===== config.mk =====
export PLATFORM = sky130hd
export DESIGN_NAME = rot_ensemble_gather_y_flat
export DESIGN_NICKNAME = d
export VERILOG_FILES = /design/src/rtl/rot_ensemble_gather_y_if.sv /design/src/rtl/rot_ensemble_gather_y.sv /design/src/flat_wrapper.sv
export SDC_FILE = /design/constraint.sdc
export NUM_CORES = 1
export LEC_CHECK = 0
export CAP_MARGIN = 20
export CORE_MARGIN = 2
export CORE_UTILIZATION = 40
export DETAILED_ROUTE_END_ITERATION = 8
export PLACE_DENSITY = 0.77
export RECOVER_POWER = 100
export SETUP_SLACK_MARGIN = 0.3
export SYNTH_ARGS = -nofsm -noshare
export SYNTH_HDL_FRONTEND = slang
export SYNTH_SLANG_ARGS = --single-unit

===== constraint.sdc =====
create_clock -name clk -period 3.04 [get_ports clk]
set_input_delay 0.912 -clock clk [delete_from_list [all_inputs] [get_ports clk]]
set_output_delay 0.912 -clock clk [all_outputs]
set_load 0.02 [all_outputs]

===== src/rtl/rot_ensemble_gather_y_if.sv =====
// LUT-readout and ensemble-handoff bundle for the Y-channel rotation gather stage.
// Slave is the gather block; master is whoever drives LUT beats and consumes groups.
interface rot_ensemble_gather_y_if #(
  parameter int W     = 11,
  parameter int GRP_W = 16
);
  logic                 lut_valid;
  logic                 lut_ready;
  logic [1:0]           lut_rot;
  logic signed [W-1:0]  lut_out1, lut_out2, lut_out3, lut_out4;
  logic signed [W-1:0]  out1_R, out2_R, out3_R, out4_R;
  logic signed [W-1:0]  out1_L, out2_L, out3_L, out4_L;
  logic signed [W-1:0]  out1_U, out2_U, out3_U, out4_U;
  logic signed [W-1:0]  out1_D, out2_D, out3_D, out4_D;
  logic                 ens_valid;
  logic                 ens_ready;
  logic                 seq_err;
  logic [GRP_W-1:0]     grp_cnt;

  modport slave (
    input  lut_valid, lut_rot, lut_out1, lut_out2, lut_out3, lut_out4, ens_ready,
    output lut_ready, ens_valid, seq_err, grp_cnt,
           out1_R, out2_R, out3_R, out4_R, out1_L, out2_L, out3_L, out4_L,
           out1_U, out2_U, out3_U, out4_U, out1_D, out2_D, out3_D, out4_D
  );

  modport master (
    output lut_valid, lut_rot, lut_out1, lut_out2, lut_out3, lut_out4, ens_ready,
    input  lut_ready, ens_valid, seq_err, grp_cnt,
           out1_R, out2_R, out3_R, out4_R, out1_L, out2_L, out3_L, out4_L,
           out1_U, out2_U, out3_U, out4_U, out1_D, out2_D, out3_D, out4_D
  );
endinterface


===== src/rtl/rot_ensemble_gather_y.sv =====
// Gathers R,L,U,D LUT beats into four held banks and hands the full group to the ensemble adder.
// Latency: D beat accepted at edge k -> ens_valid in cycle k+1; lut_ready drops while FULL and ens_ready=0.
module rot_ensemble_gather_y #(
  parameter int W     = 11,
  parameter int GRP_W = 16
) (
  input  logic                  clk,
  input  logic                  rst_n,
  rot_ensemble_gather_y_if.slave bus
);
  typedef enum logic {COLLECT, FULL} state_t;

  state_t              state, state_n;
  logic [1:0]          cnt, cnt_n, exp_rot, wr_idx;
  logic                wr_en, err_set, handoff, accept;
  logic                seq_err_q;
  logic [GRP_W-1:0]    grp_q;
  logic signed [W-1:0] bank [4][4];

  always_ff @(posedge clk) begin
    if (!rst_n) begin
      state     <= COLLECT;
      cnt       <= 2'd0;
      seq_err_q <= 1'b0;
      grp_q     <= '0;
      for (int i = 0; i < 4; i++)
        for (int j = 0; j < 4; j++)
          bank[i][j] <= '0;
    end else begin
      state <= state_n;
      cnt   <= cnt_n;
      if (err_set) seq_err_q <= 1'b1;
      if (handoff) grp_q <= grp_q + 1'b1;
      if (wr_en) begin
        bank[wr_idx][0] <= bus.lut_out1;
        bank[wr_idx][1] <= bus.lut_out2;
        bank[wr_idx][2] <= bus.lut_out3;
        bank[wr_idx][3] <= bus.lut_out4;
      end
    end
  end

  always_comb begin
    state_n       = state;
    cnt_n         = cnt;
    wr_en         = 1'b0;
    wr_idx        = 2'd0;
    err_set       = 1'b0;
    handoff       = 1'b0;
    bus.lut_ready = (state == COLLECT) || bus.ens_ready;
    accept        = bus.lut_valid && bus.lut_ready;
    // A beat arriving on the handoff edge starts the next group from R.
    exp_rot       = (state == FULL) ? 2'd0 : cnt;
    if (state == FULL && bus.ens_ready) begin
      handoff = 1'b1;
      state_n = COLLECT;
      cnt_n   = 2'd0;
    end
    if (accept) begin
      if (bus.lut_rot == exp_rot) begin
        wr_en  = 1'b1;
        wr_idx = exp_rot;
        if (exp_rot == 2'd3) begin
          cnt_n   = 2'd0;
          state_n = FULL;
        end else begin
          cnt_n = exp_rot + 2'd1;
        end
      end else if (bus.lut_rot == 2'd0) begin
        err_set = 1'b1;
        wr_en   = 1'b1;
        wr_idx  = 2'd0;
        cnt_n   = 2'd1;
      end else begin
        err_set = 1'b1;
        cnt_n   = 2'd0;
      end
    end
  end

  assign bus.ens_valid = (state == FULL);
  assign bus.seq_err   = seq_err_q;
  assign bus.grp_cnt   = grp_q;

  assign bus.out1_R = bank[0][0];
  assign bus.out2_R = bank[0][1];
  assign bus.out3_R = bank[0][2];
  assign bus.out4_R = bank[0][3];
  assign bus.out1_L = bank[1][0];
  assign bus.out2_L = bank[1][1];
  assign bus.out3_L = bank[1][2];
  assign bus.out4_L = bank[1][3];
  assign bus.out1_U = bank[2][0];
  assign bus.out2_U = bank[2][1];
  assign bus.out3_U = bank[2][2];
  assign bus.out4_U = bank[2][3];
  assign bus.out1_D = bank[3][0];
  assign bus.out2_D = bank[3][1];
  assign bus.out3_D = bank[3][2];
  assign bus.out4_D = bank[3][3];
endmodule


===== src/flat_wrapper.sv =====
// flat-port wrapper written by rule: the top's interface ports become plain ports
module rot_ensemble_gather_y_flat 
#(
  parameter int W     = 11,
  parameter int GRP_W = 16
)
  (clk, rst_n, bus_lut_valid, bus_lut_rot, bus_lut_out1, bus_lut_out2, bus_lut_out3, bus_lut_out4, bus_ens_ready, bus_lut_ready, bus_ens_valid, bus_seq_err, bus_grp_cnt, bus_out1_R, bus_out2_R, bus_out3_R, bus_out4_R, bus_out1_L, bus_out2_L, bus_out3_L, bus_out4_L, bus_out1_U, bus_out2_U, bus_out3_U, bus_out4_U, bus_out1_D, bus_out2_D, bus_out3_D, bus_out4_D);
  rot_ensemble_gather_y_if #(.W(W), .GRP_W(GRP_W)) bus_i ();
  input  logic clk;
  input  logic rst_n;
  input wire logic [$bits(bus_i.lut_valid)-1:0] bus_lut_valid;
  input wire logic [$bits(bus_i.lut_rot)-1:0] bus_lut_rot;
  input wire logic [$bits(bus_i.lut_out1)-1:0] bus_lut_out1;
  input wire logic [$bits(bus_i.lut_out2)-1:0] bus_lut_out2;
  input wire logic [$bits(bus_i.lut_out3)-1:0] bus_lut_out3;
  input wire logic [$bits(bus_i.lut_out4)-1:0] bus_lut_out4;
  input wire logic [$bits(bus_i.ens_ready)-1:0] bus_ens_ready;
  output wire logic [$bits(bus_i.lut_ready)-1:0] bus_lut_ready;
  output wire logic [$bits(bus_i.ens_valid)-1:0] bus_ens_valid;
  output wire logic [$bits(bus_i.seq_err)-1:0] bus_seq_err;
  output wire logic [$bits(bus_i.grp_cnt)-1:0] bus_grp_cnt;
  output wire logic [$bits(bus_i.out1_R)-1:0] bus_out1_R;
  output wire logic [$bits(bus_i.out2_R)-1:0] bus_out2_R;
  output wire logic [$bits(bus_i.out3_R)-1:0] bus_out3_R;
  output wire logic [$bits(bus_i.out4_R)-1:0] bus_out4_R;
  output wire logic [$bits(bus_i.out1_L)-1:0] bus_out1_L;
  output wire logic [$bits(bus_i.out2_L)-1:0] bus_out2_L;
  output wire logic [$bits(bus_i.out3_L)-1:0] bus_out3_L;
  output wire logic [$bits(bus_i.out4_L)-1:0] bus_out4_L;
  output wire logic [$bits(bus_i.out1_U)-1:0] bus_out1_U;
  output wire logic [$bits(bus_i.out2_U)-1:0] bus_out2_U;
  output wire logic [$bits(bus_i.out3_U)-1:0] bus_out3_U;
  output wire logic [$bits(bus_i.out4_U)-1:0] bus_out4_U;
  output wire logic [$bits(bus_i.out1_D)-1:0] bus_out1_D;
  output wire logic [$bits(bus_i.out2_D)-1:0] bus_out2_D;
  output wire logic [$bits(bus_i.out3_D)-1:0] bus_out3_D;
  output wire logic [$bits(bus_i.out4_D)-1:0] bus_out4_D;
  assign bus_i.lut_valid = bus_lut_valid;
  assign bus_i.lut_rot = bus_lut_rot;
  assign bus_i.lut_out1 = bus_lut_out1;
  assign bus_i.lut_out2 = bus_lut_out2;
  assign bus_i.lut_out3 = bus_lut_out3;
  assign bus_i.lut_out4 = bus_lut_out4;
  assign bus_i.ens_ready = bus_ens_ready;
  assign bus_lut_ready = bus_i.lut_ready;
  assign bus_ens_valid = bus_i.ens_valid;
  assign bus_seq_err = bus_i.seq_err;
  assign bus_grp_cnt = bus_i.grp_cnt;
  assign bus_out1_R = bus_i.out1_R;
  assign bus_out2_R = bus_i.out2_R;
  assign bus_out3_R = bus_i.out3_R;
  assign bus_out4_R = bus_i.out4_R;
  assign bus_out1_L = bus_i.out1_L;
  assign bus_out2_L = bus_i.out2_L;
  assign bus_out3_L = bus_i.out3_L;
  assign bus_out4_L = bus_i.out4_L;
  assign bus_out1_U = bus_i.out1_U;
  assign bus_out2_U = bus_i.out2_U;
  assign bus_out3_U = bus_i.out3_U;
  assign bus_out4_U = bus_i.out4_U;
  assign bus_out1_D = bus_i.out1_D;
  assign bus_out2_D = bus_i.out2_D;
  assign bus_out3_D = bus_i.out3_D;
  assign bus_out4_D = bus_i.out4_D;
  rot_ensemble_gather_y #(.W(W), .GRP_W(GRP_W)) u_core (.clk(clk), .rst_n(rst_n), .bus(bus_i));
endmodule

==> results of run 1 <==
==> layer usage <==
| metal | wire (µm) | global-route usage (%) | vias to the layer above |
|---|---|---|---|
| met5 | 0 | 0 | - |
| met4 | 245 | 5.42 | 0 |
| met3 | 1400 | 5.88 | 18 |
| met2 | 9870 | 33.8 | 219 |
| met1 | 7730 | 24.0 | 2468 |
| li1 | - | - | 2421 |
==> state kept, by name, indices dropped and copies added (netlist names) <==
register,cells
u_core.bus.ens_valid,1
u_core.bus.grp_cnt,16
u_core.cnt,2
u_core.bank,176
u_core.bus.seq_err,1
==> how the worst max path moves through the flow <==
stage | startpoint | end | slack [ns]
after floorplan | bus_lut_rot[0] | u_core.bank[3][0]$_SDFFCE_PN0P_ | 0.43
after global placement | bus_ens_ready | bus_lut_ready | -0.0002
after detailed placement | bus_ens_ready | bus_lut_ready | 0.01
after CTS | bus_ens_ready | bus_lut_ready | 0.31
after global routing | bus_lut_rot[1] | u_core.bank[0][1]$_SDFFCE_PN0P_ | 0.18
final | bus_lut_rot[1] | u_core.bank[3][29]$_SDFFCE_PN0P_ | 0.27
==> what timing repair did <==
item                       4_1_cts  5_1_grt
hold endpoints to repair         0        0
setup endpoints to repair        1        1
setup buffers                    0        0
gates resized for setup          2        1
==> per-stage QoR <==
stage	setup slack (ns)	setup TNS, ns	power [mW]	std cells	utilization (%)
after floorplan	0.425	0	3.38	551	-
final	0.268	0	5.67	1048	58.8
after CTS	0.305	0	5.78	1048	59.5
after global routing	0.177	0	5.85	1048	58.8
after global placement	-0.000174	-0.000174	3.73	1017	56.6
after detailed placement	0.0147	0	3.74	1017	56.6
==> kinds of logic after synthesis <==
kind of cell,after synthesis,share of synthesized area [%]
buf+inv,32,2.82
fa+ha+maj,2,0.336
simple gates,286,17.0
flops,196,76.3
xor+xnor,12,1.41
compound gates,23,2.10
==> layout by cell type (no fill, tap or decap), types with 5 or more instances in the layout <==
cell type	count
dlygate4sd3_1	196
nor2_1	188
edfxtp_1	176
nand2_1	51
clkdlybuf4s50_1	46
dfxtp_1	20
clkbuf_16	17
nand4_1	10
nand3_1	10
xor2_1	10
o21ai_0	9
buf_4	9
a21oi_1	6
clkinvlp_4	6
buf_12	6
or3_1	5
clkbuf_2	5
==> worst max-delay path: stages <==
cell,delay (ns)
dlygate4sd3_1,0.61
clkbuf_1,0.22
nand4_1,0.15
clkbuf_2,0.88
nor2_1,0.13
==> final cells by class <==
class                      count  share of cell area [%]
tap                          229                    2.68
sequential                   196                    53.2
clock inverter                14                   0.984
inverter                       3                   0.105
timing repair buffer         266                    24.8
multi-input combinational    323                    14.2
clock buffer                  17                    3.98
==> power by group through the flow <==
stage | clock network [mW] | registers (mW) | logic (mW)
global placement | 0 | 3.12 | 0.610
CTS | 2.10 | 3.06 | 0.617
finish | 2.05 | 3.05 | 0.562
global route | 2.19 | 3.06 | 0.594
floorplan | 0 | 3.25 | 0.129
detailed placement | 0 | 3.12 | 0.616
==> results.md, run 1 <==
- GRT overflow: 0
- Row cnt: 49
- Worst hold slack: a little under 0.5 ns
- Leading area contributor after synthesis: edfxtp_1
- First drt pass iteration count: 5
- Worst Reg-to-Reg Cells: 4
- Synthesis-stage register bit count: around 200
- Die span in x: 140 µm
- Initial core utilization: 41.1%
- Critical Path Start Type: input pin
- Clock power share: 36.2%
- Switching power: 1.37 mW
- Lkg Pwr: 4.08 nW
- Peak fanout along the critical path: 44
- CTS Root Cell: clkbuf_16
- Seq/Total Area, Yosys: between 70% and 80%
- WHS Endpoint: u_core.bus.seq_err$_SDFFE_PN0P_
- Worst skew pair latency: about 0.43 ns
- First-pass GRT wire length: just under 30000 µm
- Synthesis Warnings: 0
- Combinational power share: slightly below 10%
- Clock skew: between 0.01 and 0.015 ns
- Multi-input gate area: 0.00151 mm²
- DRC Markers: 0
- WP data arrival: approximately 2.9 ns
- P_int: ~4.3 mW
- Final hold violations: 0
- Mean Syn Cell Area: about 14 µm²
- Run status: finished clean
- Top cells by count, synth: nor2_1, edfxtp_1, nand2_1
- Setup-failing EPs final: 0
- HPWL Detailed: 13200 µm
- CP endpoint kind: register
- Num CTS Buffers: 17
- Design Area, Final: around 0.011 mm²
- Ant diodes: 0
- Mapped Cells: between 500 and 600
- Ranking of synthesized cells by area: edfxtp_1, nor2_1, dfxtp_1
- Post-synth EDFFs: 176
- Net Count, Synth: roughly 600
- Drt total wl: 19300 µm
- Fillers: around 1500
- CTS tree: yes
- # port buffers: roughly 240
- Synth cell types: 40
- Final critical-path share of the clock period: between 90% and 100%
- Drt initial violations: between 300 and 400
- Reg2Reg Setup Slack: roughly 0.74 ns
- WP data required: between 3 and 4 ns
- FMAX: 0.361 GHz
- Nets@finish: about 860
- Most common cell in the netlist: nor2_1
- Hold Buf Count CTS: 0
- Tot GR Track Use: 19.6%
- Pin count of the biggest net entering global routing: 45
- Hold Startpoint: u_core.bus.seq_err$_SDFFE_PN0P_
- Gpl congestion: about 0.8
- Vias per inst: between 4 and 5
- Routed wire length per instance: around 18 µm
- Initial antenna violation count: 0
- Maximum vdd drop: between 0.0003 and 0.0004 V
- Fin. max-slew vios: 0
- CTS H-tree depth: 4
- Worst setup path class: in2reg
- Synth Cell Area: 0.00745 mm²
- Share of cells above drive strength 1: 7.33%
- Die H: approximately 140 µm
- Storage cell area: roughly 0.0057 mm²
- Synth top area share: just over 70%
- Critical R2R Launch: u_core.bus.ens_valid$_SDFF_PN0_
- Slew @ Worst Pin: 1.15 ns
- Area grow syn2layout: 43.3%
- Fin crit period: 2.77 ns
- DR vias: about 5000
- Placed Instance Area: roughly 0.01 mm²
- Die ar.: 0.0197 mm²
- Clock buffer depth: 2
- Worst R2R End: u_core.bank[3][29]$_SDFFCE_PN0P_
- # clock sinks: around 200
- Share of synthesized registers carrying an async set or reset: 0%
- Unrepaired setup endpoints after global routing: no
- Max_cap viols: 0
- Ports: between 200 and 250
- Sequential power share: 53.9%
- Post-synth top flop: edfxtp_1
- Pwr/cell area: 531 mW/mm²
- Vias in the first global route: between 5000 and 6000
- Core Region: approximately 0.018 mm²
- Antenna viol nets, final: 0
- Relative slew slack: between 20% and 30%
- Worst-path clk slew: 0.07 ns
- Cells on Worst Hold Path: 1
- Switching power share of the total: approximately 24%
- Worst hold path type: reg2reg
Power figures use the tool's default switching activity.
==> inputs of run 2 (changes only) <==
Settings changed: CTS_CLUSTER_DIAMETER set to 60, DONT_BUFFER_PORTS set to 1, PLACE_DENSITY 0.77 to 0.59.
==> run 2 against run 1 <==
  * Sequential share of layout area grew 16 points
  * Via count fell by 18%
  * Global-route usage down 2.0 points
  * Die area stayed put
  * Total power down 2.2%
  * Critical path depth increased by 1
  * Combinational power shrank 72%
  * Flip-flop and latch count did not move
  * Non-clock buffer count decreased by 254
  * Critical endpoint is now u_core.bank[1][0]$_SDFFCE_PN0P_
==> results.md, run 2 (synthesis results as in run 1) <==
- Storage cell area: roughly 0.0057 mm²
- Max_cap viols: 0
- Die ar.: 0.0197 mm²
- First-pass GRT wire length: ~26000 µm
- Core Region: approximately 0.018 mm²
- Multi-input gate area: ~0.0015 mm²
- CTS tree: yes
- Power consumption: 5.55 mW
- CP endpoint kind: register
- Worst Setup Slack, final: between 0.6 and 0.7 ns
- Fillers: approximately 1600
- Met1 wire length: between 6000 and 7000 µm
- Met3 Wirelength: roughly 1700 µm
- Setup-failing EPs final: 0
- Top reg by flops: u_core.bank
- Initial antenna violation count: 0
- Run status: finished clean
- Critical R2R Launch: u_core.bus.ens_valid$_SDFF_PN0_
- Area grow syn2layout: 9.67%
- Worst setup path class: reg2reg
- Worst hold path type: reg2reg
- Lkg Pwr: around 2.8 nW
- Cts repair resizes: 0
- CTS Root Cell: clkbuf_16
- Share of cells above drive strength 1: 10.3%
- Ant diodes: 0
- WHS Endpoint: u_core.bus.grp_cnt[15]$_SDFFE_PN0P_
- Cells on Worst Hold Path: 2
- WP data arrival: ~2.6 ns
- Die span in x: around 140 µm
- Worst-path clk slew: about 0.07 ns
- Relative slew slack: 9.55%
- Clock buffer depth: 2
- Fin. max-slew vios: 0
- Row cnt: a little under 50
- Vias per inst: around 5.3
- Commonest non-fill, non-tap cell in the layout: nor2_1
- First drt pass iteration count: 4
- Worst skew pair latency: 0.42 ns
- Slew @ Worst Pin: roughly 1.4 ns
- Max reg flops: 176
- Tot GR Track Use: approximately 18%
- Gpl congestion: between 0.8 and 0.9
- CTS H-tree depth: 4
- DRC Markers: 0
- Drt total wl: 17300 µm
- Met2 WL post-DR: around 9000 µm
- Num CTS Buffers: 17
- Post-Place Worst Slack: 0.593 ns
- # port buffers: 0
- Pin count of the biggest net entering global routing: 55
- HPWL Detailed: around 11000 µm
- Highest metal used: met4
- GRT overflow: 0
- Final hold violations: 0
- Placed Instance Area: approximately 0.0077 mm²
- Die H: 140 µm
- Hold Startpoint: u_core.bus.grp_cnt[15]$_SDFFE_PN0P_
- Placed cells: ~760
- Vias in the first global route: roughly 4000
- Worst Reg-to-Reg Cells: 6
- Critical Path Start Type: register
- FMAX: slightly above 0.4 GHz
- Post-CTS setup repair buffer count: 0
- WP data required: between 3 and 4 ns
- Routed wire length per instance: around 22 µm
- Ports: 245
- Final critical-path share of the clock period: about four fifths
- Unrepaired setup endpoints after global routing: no
- Drt initial violations: ~260
- Pwr/cell area: 679 mW/mm²
- DR vias: ~4200
- Initial core utilization: between 40% and 50%
- Nets@finish: just over 600
- Reg2Reg Setup Slack: around 0.6 ns
- Most frequent cells in the layout: nor2_1, edfxtp_1, nand2_1
- Maximum vdd drop: around 0.00037 V
- Peak fanout along the critical path: 44
- Fin cells: 794
- # clock sinks: about 200
- Antenna viol nets, final: 0
- Worst R2R End: u_core.bank[1][0]$_SDFFCE_PN0P_
- Fin crit period: ~2.4 ns
- Clock skew: 0.00981 ns
- Design Area, Final: 0.00817 mm²
- Setup Total Neg Slack: 0 ns
- Hold Buf Count CTS: 0
==> run 2: changes by cell type in the layout (fill, tap and decap cells not counted), sizes merged <==
| cell | previous run | this run |
|---|---|---|
| clkdlybuf4s50 | 46 | 0 |
| clkinvlp | 6 | 2 |
| bufinv | 0 | 1 |
| clkinv | 5 | 6 |
| dlygate4sd3 | 196 | 0 |
| buf | 16 | 4 |
| inv | 6 | 8 |
==> run 2: metrics by stage <==
step	util [%]	hold slack, ns
floorplan	-	0.554
global placement	42.3	0.575
detailed placement	42.3	0.579
CTS	45.4	0.591
global route	45.0	0.628
finish	45.0	0.597
==> run 2: worst max path at each step <==
stage / startpoint / end / slack, ns / cells after the start
final: u_core.bus.ens_valid$_SDFF_PN0_ / u_core.bank[1][0]$_SDFFCE_PN0P_ / 0.60 / 6
after global routing: u_core.bus.ens_valid$_SDFF_PN0_ / u_core.bank[0][34]$_SDFFCE_PN0P_ / 0.44 / 6
after CTS: u_core.bus.ens_valid$_SDFF_PN0_ / bus_lut_ready / 0.91 / 2
after detailed placement: bus_lut_rot[1] / u_core.bank[1][9]$_SDFFCE_PN0P_ / 0.59 / 4
after global placement: bus_lut_rot[1] / u_core.bank[1][3]$_SDFFCE_PN0P_ / 0.64 / 4
after floorplan: bus_lut_rot[0] / u_core.bank[3][0]$_SDFFCE_PN0P_ / 0.43 / 4
==> run 2: routing by layer <==
metal	vias to the layer above	GRT usage [%]
li1	1914	-
met1	2038	20.1
met2	235	30.5
met3	17	6.53
met4	0	6.16
met5	-	0
==> run 2: final cells by class <==
cell class | instances | share of cell area (%)
clock buffer | 17 | 5.21
clock inverter | 14 | 1.78
inverter | 3 | 0.138
multi-input combinational | 323 | 18.8
sequential | 196 | 69.6
tap | 229 | 3.51
timing repair buffer | 12 | 0.980
==> run 2: worst max-delay path: stages, from the launching register on <==
cell and delay (ns):
dfxtp_1 0.31, buf_4 0.21, and2b_1 0.25, or2_2 0.33
nand4b_4 0.10, clkbuf_2 0.78, nor2_1 0.13
==> run 2: power by group <==
group	switching, mW	leakage [nW]	internal (mW)
logic	0.127	0.552	0.0310
registers	0.182	1.99	3.04
clock network	1.02	0.275	1.15
total	1.33	2.81	4.22
